===== src/rtl/apb3_cmd_master.sv =====
// Command-to-APB3 bridge. Accepts one command at a time on a valid/ready handshake,
// runs the APB3 SETUP/ACCESS sequence, and returns the result on a valid/ready response port.
// Every output comes straight from a flop.
//
// Ports:
//   i_apb_pclk, i_apb_presetn    clock, asynchronous active-low reset
//   i_cmd_*, o_cmd_ready         command channel (addr, wdata, write)
//   o_rsp_*, i_rsp_ready         response channel (rdata, slverr, timeout)
//   o_apb_*, i_apb_*             APB3 requester signals
module apb3_cmd_master #(
  parameter int unsigned APB_ADDR_WIDTH = 32,
  parameter int unsigned APB_DATA_WIDTH = 32,
  parameter int unsigned TIMEOUT_CYCLES = 256
) (
  input  logic                      i_apb_pclk,
  input  logic                      i_apb_presetn,
  input  logic                      i_cmd_valid,
  output logic                      o_cmd_ready,
  input  logic [APB_ADDR_WIDTH-1:0] i_cmd_addr,
  input  logic [APB_DATA_WIDTH-1:0] i_cmd_wdata,
  input  logic                      i_cmd_write,
  output logic                      o_rsp_valid,
  input  logic                      i_rsp_ready,
  output logic [APB_DATA_WIDTH-1:0] o_rsp_rdata,
  output logic                      o_rsp_slverr,
  output logic                      o_rsp_timeout,
  output logic [APB_ADDR_WIDTH-1:0] o_apb_paddr,
  output logic [APB_DATA_WIDTH-1:0] o_apb_pwdata,
  output logic                      o_apb_pwrite,
  output logic                      o_apb_psel,
  output logic                      o_apb_penable,
  input  logic [APB_DATA_WIDTH-1:0] i_apb_prdata,
  input  logic                      i_apb_pready,
  input  logic                      i_apb_pslverr
);

  // A zero limit disables the counter; keep at least one bit so the width stays legal.
  localparam int unsigned CntW = (TIMEOUT_CYCLES == 0) ? 1 : $clog2(TIMEOUT_CYCLES + 1);
  localparam logic [CntW-1:0] CntLast = CntW'(TIMEOUT_CYCLES - 1);
  localparam bit TimeoutEn = (TIMEOUT_CYCLES != 0);

  typedef enum logic [1:0] {StIdle, StSetup, StAccess, StResp} state_e;

  state_e state_q, state_d;

  logic                      cmd_ready_q, cmd_ready_d;
  logic                      rsp_valid_q, rsp_valid_d;
  logic [APB_DATA_WIDTH-1:0] rsp_rdata_q, rsp_rdata_d;
  logic                      rsp_slverr_q, rsp_slverr_d;
  logic                      rsp_timeout_q, rsp_timeout_d;
  logic [APB_ADDR_WIDTH-1:0] paddr_q, paddr_d;
  logic [APB_DATA_WIDTH-1:0] pwdata_q, pwdata_d;
  logic                      pwrite_q, pwrite_d;
  logic                      psel_q, psel_d;
  logic                      penable_q, penable_d;
  logic [CntW-1:0]           cnt_q, cnt_d;

  logic accept;
  logic access_wait;
  logic timed_out;

  // Handshake uses the registered ready, so nothing is taken in the first cycle after reset.
  assign accept      = cmd_ready_q & i_cmd_valid;
  assign access_wait = (state_q == StAccess) & ~i_apb_pready;
  assign timed_out   = TimeoutEn & access_wait & (cnt_q == CntLast);

  // State register
  always_ff @(posedge i_apb_pclk or negedge i_apb_presetn) begin
    if (!i_apb_presetn) begin
      state_q <= StIdle;
    end else begin
      state_q <= state_d;
    end
  end

  // Next-state logic
  always_comb begin
    state_d = state_q;
    unique case (state_q)
      StIdle:   if (accept) state_d = StSetup;
      StSetup:  state_d = StAccess;
      StAccess: if (i_apb_pready || timed_out) state_d = StResp;
      StResp:   if (i_rsp_ready) state_d = StIdle;
      default:  state_d = StIdle;
    endcase
  end

  // Output logic: next values of the registered outputs, derived from the upcoming state.
  always_comb begin
    cmd_ready_d   = (state_d == StIdle);
    rsp_valid_d   = (state_d == StResp);
    psel_d        = (state_d == StSetup) || (state_d == StAccess);
    penable_d     = (state_d == StAccess);
    paddr_d       = paddr_q;
    pwdata_d      = pwdata_q;
    pwrite_d      = pwrite_q;
    rsp_rdata_d   = rsp_rdata_q;
    rsp_slverr_d  = rsp_slverr_q;
    rsp_timeout_d = rsp_timeout_q;
    cnt_d         = cnt_q;

    if (accept) begin
      paddr_d  = i_cmd_addr;
      pwdata_d = i_cmd_wdata;
      pwrite_d = i_cmd_write;
      cnt_d    = '0;
    end else if (TimeoutEn && access_wait) begin
      cnt_d = cnt_q + CntW'(1);
    end

    // pready wins over a timeout that would fire in the same cycle.
    if (state_q == StAccess) begin
      if (i_apb_pready) begin
        rsp_rdata_d   = pwrite_q ? '0 : i_apb_prdata;
        rsp_slverr_d  = i_apb_pslverr;
        rsp_timeout_d = 1'b0;
      end else if (timed_out) begin
        rsp_rdata_d   = '0;
        rsp_slverr_d  = 1'b1;
        rsp_timeout_d = 1'b1;
      end
    end
  end

  always_ff @(posedge i_apb_pclk or negedge i_apb_presetn) begin
    if (!i_apb_presetn) begin
      cmd_ready_q   <= 1'b0;
      rsp_valid_q   <= 1'b0;
      rsp_rdata_q   <= '0;
      rsp_slverr_q  <= 1'b0;
      rsp_timeout_q <= 1'b0;
      paddr_q       <= '0;
      pwdata_q      <= '0;
      pwrite_q      <= 1'b0;
      psel_q        <= 1'b0;
      penable_q     <= 1'b0;
      cnt_q         <= '0;
    end else begin
      cmd_ready_q   <= cmd_ready_d;
      rsp_valid_q   <= rsp_valid_d;
      rsp_rdata_q   <= rsp_rdata_d;
      rsp_slverr_q  <= rsp_slverr_d;
      rsp_timeout_q <= rsp_timeout_d;
      paddr_q       <= paddr_d;
      pwdata_q      <= pwdata_d;
      pwrite_q      <= pwrite_d;
      psel_q        <= psel_d;
      penable_q     <= penable_d;
      cnt_q         <= cnt_d;
    end
  end

  assign o_cmd_ready   = cmd_ready_q;
  assign o_rsp_valid   = rsp_valid_q;
  assign o_rsp_rdata   = rsp_rdata_q;
  assign o_rsp_slverr  = rsp_slverr_q;
  assign o_rsp_timeout = rsp_timeout_q;
  assign o_apb_paddr   = paddr_q;
  assign o_apb_pwdata  = pwdata_q;
  assign o_apb_pwrite  = pwrite_q;
  assign o_apb_psel    = psel_q;
  assign o_apb_penable = penable_q;

endmodule


===== config.mk =====
export PLATFORM = sky130hd
export DESIGN_NAME = apb3_cmd_master
export DESIGN_NICKNAME = d
export VERILOG_FILES = /design/src/rtl/apb3_cmd_master.sv
export SDC_FILE = /design/constraint.sdc
export NUM_CORES = 1
export LEC_CHECK = 0
export ABC_AREA = 1
export BUFFER_PORTS_ARGS = -buffer_cell sky130_fd_sc_hd__buf_2
export CELL_PAD_IN_SITES_DETAIL_PLACEMENT = 2
export CELL_PAD_IN_SITES_GLOBAL_PLACEMENT = 2
export CORE_AREA = 5 5 103 177
export CTS_CLUSTER_DIAMETER = 30
export DETAILED_ROUTE_END_ITERATION = 12
export DIE_AREA = 0 0 108 182
export GPL_TIMING_DRIVEN = 0
export HOLD_SLACK_MARGIN = 0.1
export PLACE_DENSITY = 0.88
export REMOVE_ABC_BUFFERS = 1
export SETUP_SLACK_MARGIN = 0.15
export SLEW_MARGIN = 0
export SYNTH_ARGS = -nofsm -noshare
export SYNTH_HDL_FRONTEND = slang
export SYNTH_SLANG_ARGS = --single-unit

===== constraint.sdc =====
create_clock -name i_apb_pclk -period 2.9 [get_ports i_apb_pclk]
set_clock_uncertainty 0.2 [all_clocks]
set_input_delay 0.29 -clock i_apb_pclk [delete_from_list [all_inputs] [get_ports i_apb_pclk]]
set_output_delay 0.29 -clock i_apb_pclk [all_outputs]
set_load 0.03 [all_outputs]

# Yosys cells after proc, flatten, opt, wreduce, memory -nomap -nowiden
# Index checks and enable logic that the tools add are counted.
totals:
  register_bits: 114
  input_bits: 103
  out_inout_bits: 103
  wordCells: 43
op_classes:
  n_addsub: 1
  n_eq_ne: 7
  mux: 12
  n_bitwise: 4
  reduce_logical: 7
ops:
  columns: ["op", "count"]
  rows:
  - ["32-bit two-way mux", 3]
  - ["9-bit two-way mux", 2]
  - ["9-bit by 1-bit adder with 9-bit output, second input constant", 1]
  - ["9-bit by 8-bit equality test with 1-bit output, second input constant", 1]
  - ["2-bit equality test, second input constant", 4]
  - ["2-bit case mux with 4 select lines", 1]
  - ["2-bit two-way mux", 3]
  - ["2-bit by 1-bit equality test with 1-bit output, second input constant", 2]
  - ["2-bit logical NOT", 2]
  - ["2-bit nonzero test", 2]
  - ["1-bit AND", 3]
  - ["1-bit two-way mux", 3]
  - ["1-bit logical OR", 2]
  - ["2-bit AND reduction", 1]
  - ["1-bit NOT", 1]

# Longest topological paths before layout
depth:
  word_depth: 8
  depth_mapped: 10
  depth_no_buf: 9

# Worst setup path before layout
# Ideal clock, no wire load.
synth_path:
  kind: "register to register"
  from: "register cnt_q[0]"
  to: "register psel_q (netlist: o_apb_psel)"
  setup_time_ns: 0.126
  arrival_time_ns: 1.820
  required_ns: 2.574
  path_slack_ns: 0.754
  path_stages_with_launch: 11
  path_buffers: 1
  synth_period_minus_slack_ns: 2.146
  cell_sequence: "dfrtp_1 > ha_1 > nand3_1 > nor2_1 > and3_1 > ha_1 > o21ai_2 > clkbuf_2 > nand2_1 > inv_1 > ha_1"
synth_between:
  elab_chain_cells: 7
  word_cells_on_any_way: 8
  classes_between: "eq/ne (3); mux (2); bitwise (1); reduce/logical (2)"
synth_rtl:
  columns: ["element", "line_no", "source"]
  rows:
  - ["start: declaration", "56", "logic [CntW-1:0] cnt_q, cnt_d;"]
  - ["start signal: assignment", "149", "cnt_q <= cnt_d;"]
  - ["9-bit by 8-bit equality test with 1-bit output *", "65", "assign timed_out = TimeoutEn & access_wait & (cnt_q == CntLast);"]
  - ["1-bit AND *", "65", null]
  - ["1-bit logical OR *", "82", "StAccess: if (i_apb_pready || timed_out) state_d = StResp;"]
  - ["2-bit two-way mux *", "82", null]
  - ["2-bit case mux with 4 select lines *", "79", "unique case (state_q)"]
  - ["via state_d[0]", "44", "state_e state_q, state_d;"]
  - ["2-bit by 1-bit equality test with 1-bit output or 2-bit equality test (tied branches)", "92", "psel_d = (state_d == StSetup) || (state_d == StAccess);"]
  - ["1-bit logical OR *", "92", null]
  - ["via psel_d", "54", "logic psel_q, psel_d;"]
  - ["end signal: assignment", "147", "psel_q <= psel_d;"]
  - ["end: declaration", "54", null]
# The timed path passes the listed nets; every way through them passes the cells marked *.
# A chain may end at the register's enable or synchronous reset.

# Final worst setup path
layout_path:
  from: "register cnt_q[1]"
  to: "register psel_q (netlist: o_apb_psel)"
# The elaborated chain is that of the path after synthesis.

==> impl_metrics.json <==
{
  "cp_common_cell": "ha_1",
  "synth_area_leaders": "dfrtp_1 63%, mux2_2 14%, nand2_1 6.9%, o21ai_0 3.1%, mux2_4 3.0%",
  "grt_setup_unrepaired": "false",
  "wl_per_cell_um": 22.6,
  "synth_top_area_share_pct": 62.9,
  "maxSlewViolCount": 0,
  "clock_sinks": 114,
  "track_usage_pct": 21.5,
  "crit_buf_inv": 1,
  "slew_headroom_pct": 42.0,
  "syn_area_um2": 4540,
  "first_pass_iters": 4,
  "path_clk_slew_ns": 0.06,
  "slowest_delay_ns": 0.41,
  "yosysMostFrequentCell": "dfrtp_1",
  "cts_tree": "yes",
  "final.setup.worst_slack_ns": 0.436,
  "grt_pass1_wl_mm": 31.2,
  "fin_nets": 793,
  "viasPerCell": 4.51,
  "fmax_mhz": 406,
  "timing.rr.start": "cnt_q[1]$_DFFE_PN0P_",
  "path_cells": "ha_1 -> nand3_1 -> nor2_1 -> and3_1 -> ha_1 -> o21ai_4 -> nand2_1 -> inv_1 -> ha_1",
  "finalPower_uw": 9040,
  "num-fill-cells": 1752,
  "ys_warn_count": 0,
  "die_h_um": 182,
  "setup.worst_path.start_class": "flop",
  "numCtsBuffers": 17,
  "crit_fanout": 6,
  "fin_util_pct": 44.7,
  "synth_top_family_by_area": "multiplexers",
  "worst_pin_slew_ns": 0.871,
  "initial_core_util_pct": 27.1,
  "cts_resized": 0,
  "power.leakage_uw": 0.00375,
  "antenna_found_initial": 2,
  "portBuffers": 205,
  "die_w_um": 108,
  "grt_overflow_total": 0,
  "critical_path_required_ns": 2.98,
  "grt_max_degree": 66,
  "cts-root-buf": "clkbuf_16",
  "tns_ns": 0,
  "dp_hpwl_mm": 11.8,
  "design.core.area_um2": 16700,
  "path_class": "reg -> reg",
  "netlist-cell-type-count": 25,
  "ir_drop_mv": 0.514,
  "grt_pass1_vias": 5037,
  "min_from": "i_cmd_valid",
  "routabilityCongestion": 0.759,
  "drcViolationCount": 0,
  "ys_ff_latch": 114,
  "synth-compound-area-share_pct": 5.21,
  "slowest_stage": "dfrtp_1",
  "synthArstFlopShare_pct": 100,
  "synth.avg_cell_area_um2": 12.3,
  "drive_gt1_share_pct": 45.0,
  "yosys-top-cells-count": "114 x dfrtp_1, 83 x nand2_1, 56 x mux2_2",
  "ys.flop_type": "dfrtp_1",
  "p_per_area_nw_per_um2": 1210,
  "post-route-period-util_pct": 85.0,
  "worstHoldPathType": "in -> reg",
  "synth-xor-area-share_pct": 0,
  "drt_iter0_drc": 122,
  "arrival_ns": 2.54,
  "synth_edf_count": 0,
  "ant_nets": 0,
  "vias": 4177,
  "cp_top_family": "adder cells",
  "ctsHtreeMaxLevel": 4,
  "timing_hold_violations_final": 0,
  "finalSetupViolations": 0,
  "area_delta_synth_final_pct": 64.7,
  "seq_area_frac_synth_pct": 62.9,
  "boundaryPins": 206,
  "rows": 63,
  "cts_buffer_depth": 2,
  "routed_wl_mm": 21.0,
  "syn_inst": 370,
  "dp_slack_ns": 0.250,
  "critPathCaptureType": "flop",
  "synthAdderAreaFrac_pct": 1.38,
  "synthSimpleGateAreaFrac_pct": 9.79,
  "die-area_um2": 19700,
  "synthMuxAreaShare_pct": 16.9,
  "cap_viol_max_count": 0,
  "synth.largest_area_cell": "dfrtp_1",
  "clock_latency_ns": 0.40,
  "period_needed_ns": 2.46,
  "critPathLaunch": "cnt_q[1]$_DFFE_PN0P_",
  "status": "finished clean"
}
==> cells by family after synthesis <==
group                    count (synthesis)
flip-flops                             114
AO/OA/AOI/OAI                           45
AND/OR/NAND/NOR                        110
adder cells (fa/ha/maj)                  5
buffers and inverters                   31
multiplexers                            65
==> registers in the layout, summed over array words and instances (netlist names) <==
name and flops:
o_rsp_valid 1, state_q 2, cnt_q 9, o_apb_penable 1
o_cmd_ready 1, o_rsp_rdata 32, o_apb_psel 1, o_apb_pwdata 32
o_apb_pwrite 1, o_rsp_timeout 1, o_rsp_slverr 1, o_apb_paddr 32
==> layout make-up <==
class                           instances  area (um^2)  area share (%)
Multi-Input combinational cell        226         1530            20.5
Clock buffer                           17          425            5.69
Inverter                               13         48.8           0.653
Timing Repair Buffer                  313         2140            28.7
Antenna cell                            2         5.00          0.0670
Clock inverter                         15          183            2.44
Sequential cell                       114         2850            38.2
Tap cell                              227          284            3.80
==> metrics by stage <==
| step | instance area, um^2 | hold WS [ns] | instances |
|---|---|---|---|
| final | 7470 | 0.188 | 927 |
| after global routing | 7470 | 0.219 | 927 |
| after floorplan | 4410 | -0.206 | 352 |
| after global placement | 5720 | 0.265 | 784 |
| after detailed placement | 5810 | 0.264 | 787 |
| after CTS | 7420 | 0.130 | 919 |
==> tightest hold or removal path: stages <==
cell,delay (ns)
buf_2,0.11
nand2_4,0.18
nand2_1,0.13
nor2_1,0.04
==> power by group <==
part	switching [uW]	internal [uW]	leakage, uW
logic	2690	1280	0.00203
registers	526	2340	0.00142
clock network	835	1360	0.000298
total	4060	4980	0.00375
==> repair_timing <==
item,4_1_cts,5_1_grt
buffers inserted,0,4
endpoints found under the setup margin,0,3
hold buffers,100,1
endpoints found under the hold margin,164,1
==> placed cells by master, fill, tap and decap left out <==
cell,count
nor2_2,1
o22ai_1,1
o22a_1,1
inv_1,13
buf_16,2
and3_1,1
buf_2,204
dfrtp_1,114
buf_4,5
o21ai_1,7
mux2_4,9
nor2_1,11
o21ai_4,1
ha_1,5
nand2_1,83
a21oi_1,6
clkinv_4,5
a22oi_1,1
nand4_1,1
clkinvlp_4,1
clkinv_2,3
o21ai_0,28
dlygate4sd3_1,101
o21ai_2,1
inv_6,3
bufinv_16,3
nand3_1,11
clkbuf_16,17
mux2_2,56
nand2_4,1
buf_12,1
diode_2,2
nor2_4,1
==> per-layer routing <==
layer  track usage (%)  routed length, um  vias to the layer above
met1              20.1               6770                     2121
met4              10.0                729                        0
met5                 0                  0                        -
li1                  -                  -                     1872
met3              4.27                806                       43
met2              42.7              12700                      141
==> path summary, 6_finish.rpt <==
kind | end | slack [ns] | depth (start not counted)
max | o_apb_psel$_DFF_PN0_ | 0.44 | 9
min | cnt_q[6]$_DFFE_PN0P_ | 0.19 | 4
max reg2reg | o_apb_psel$_DFF_PN0_ | 0.44 | 9
min reg2reg | o_rsp_rdata[10]$_DFFE_PN0P_ | 0.28 | 2
max in group asynchronous | o_rsp_rdata[26]$_DFFE_PN0P_ | 1.40 | 3
min in group asynchronous | o_apb_paddr[14]$_DFFE_PN0P_ | 0.35 | 2
Power figures use the tool's default switching activity.
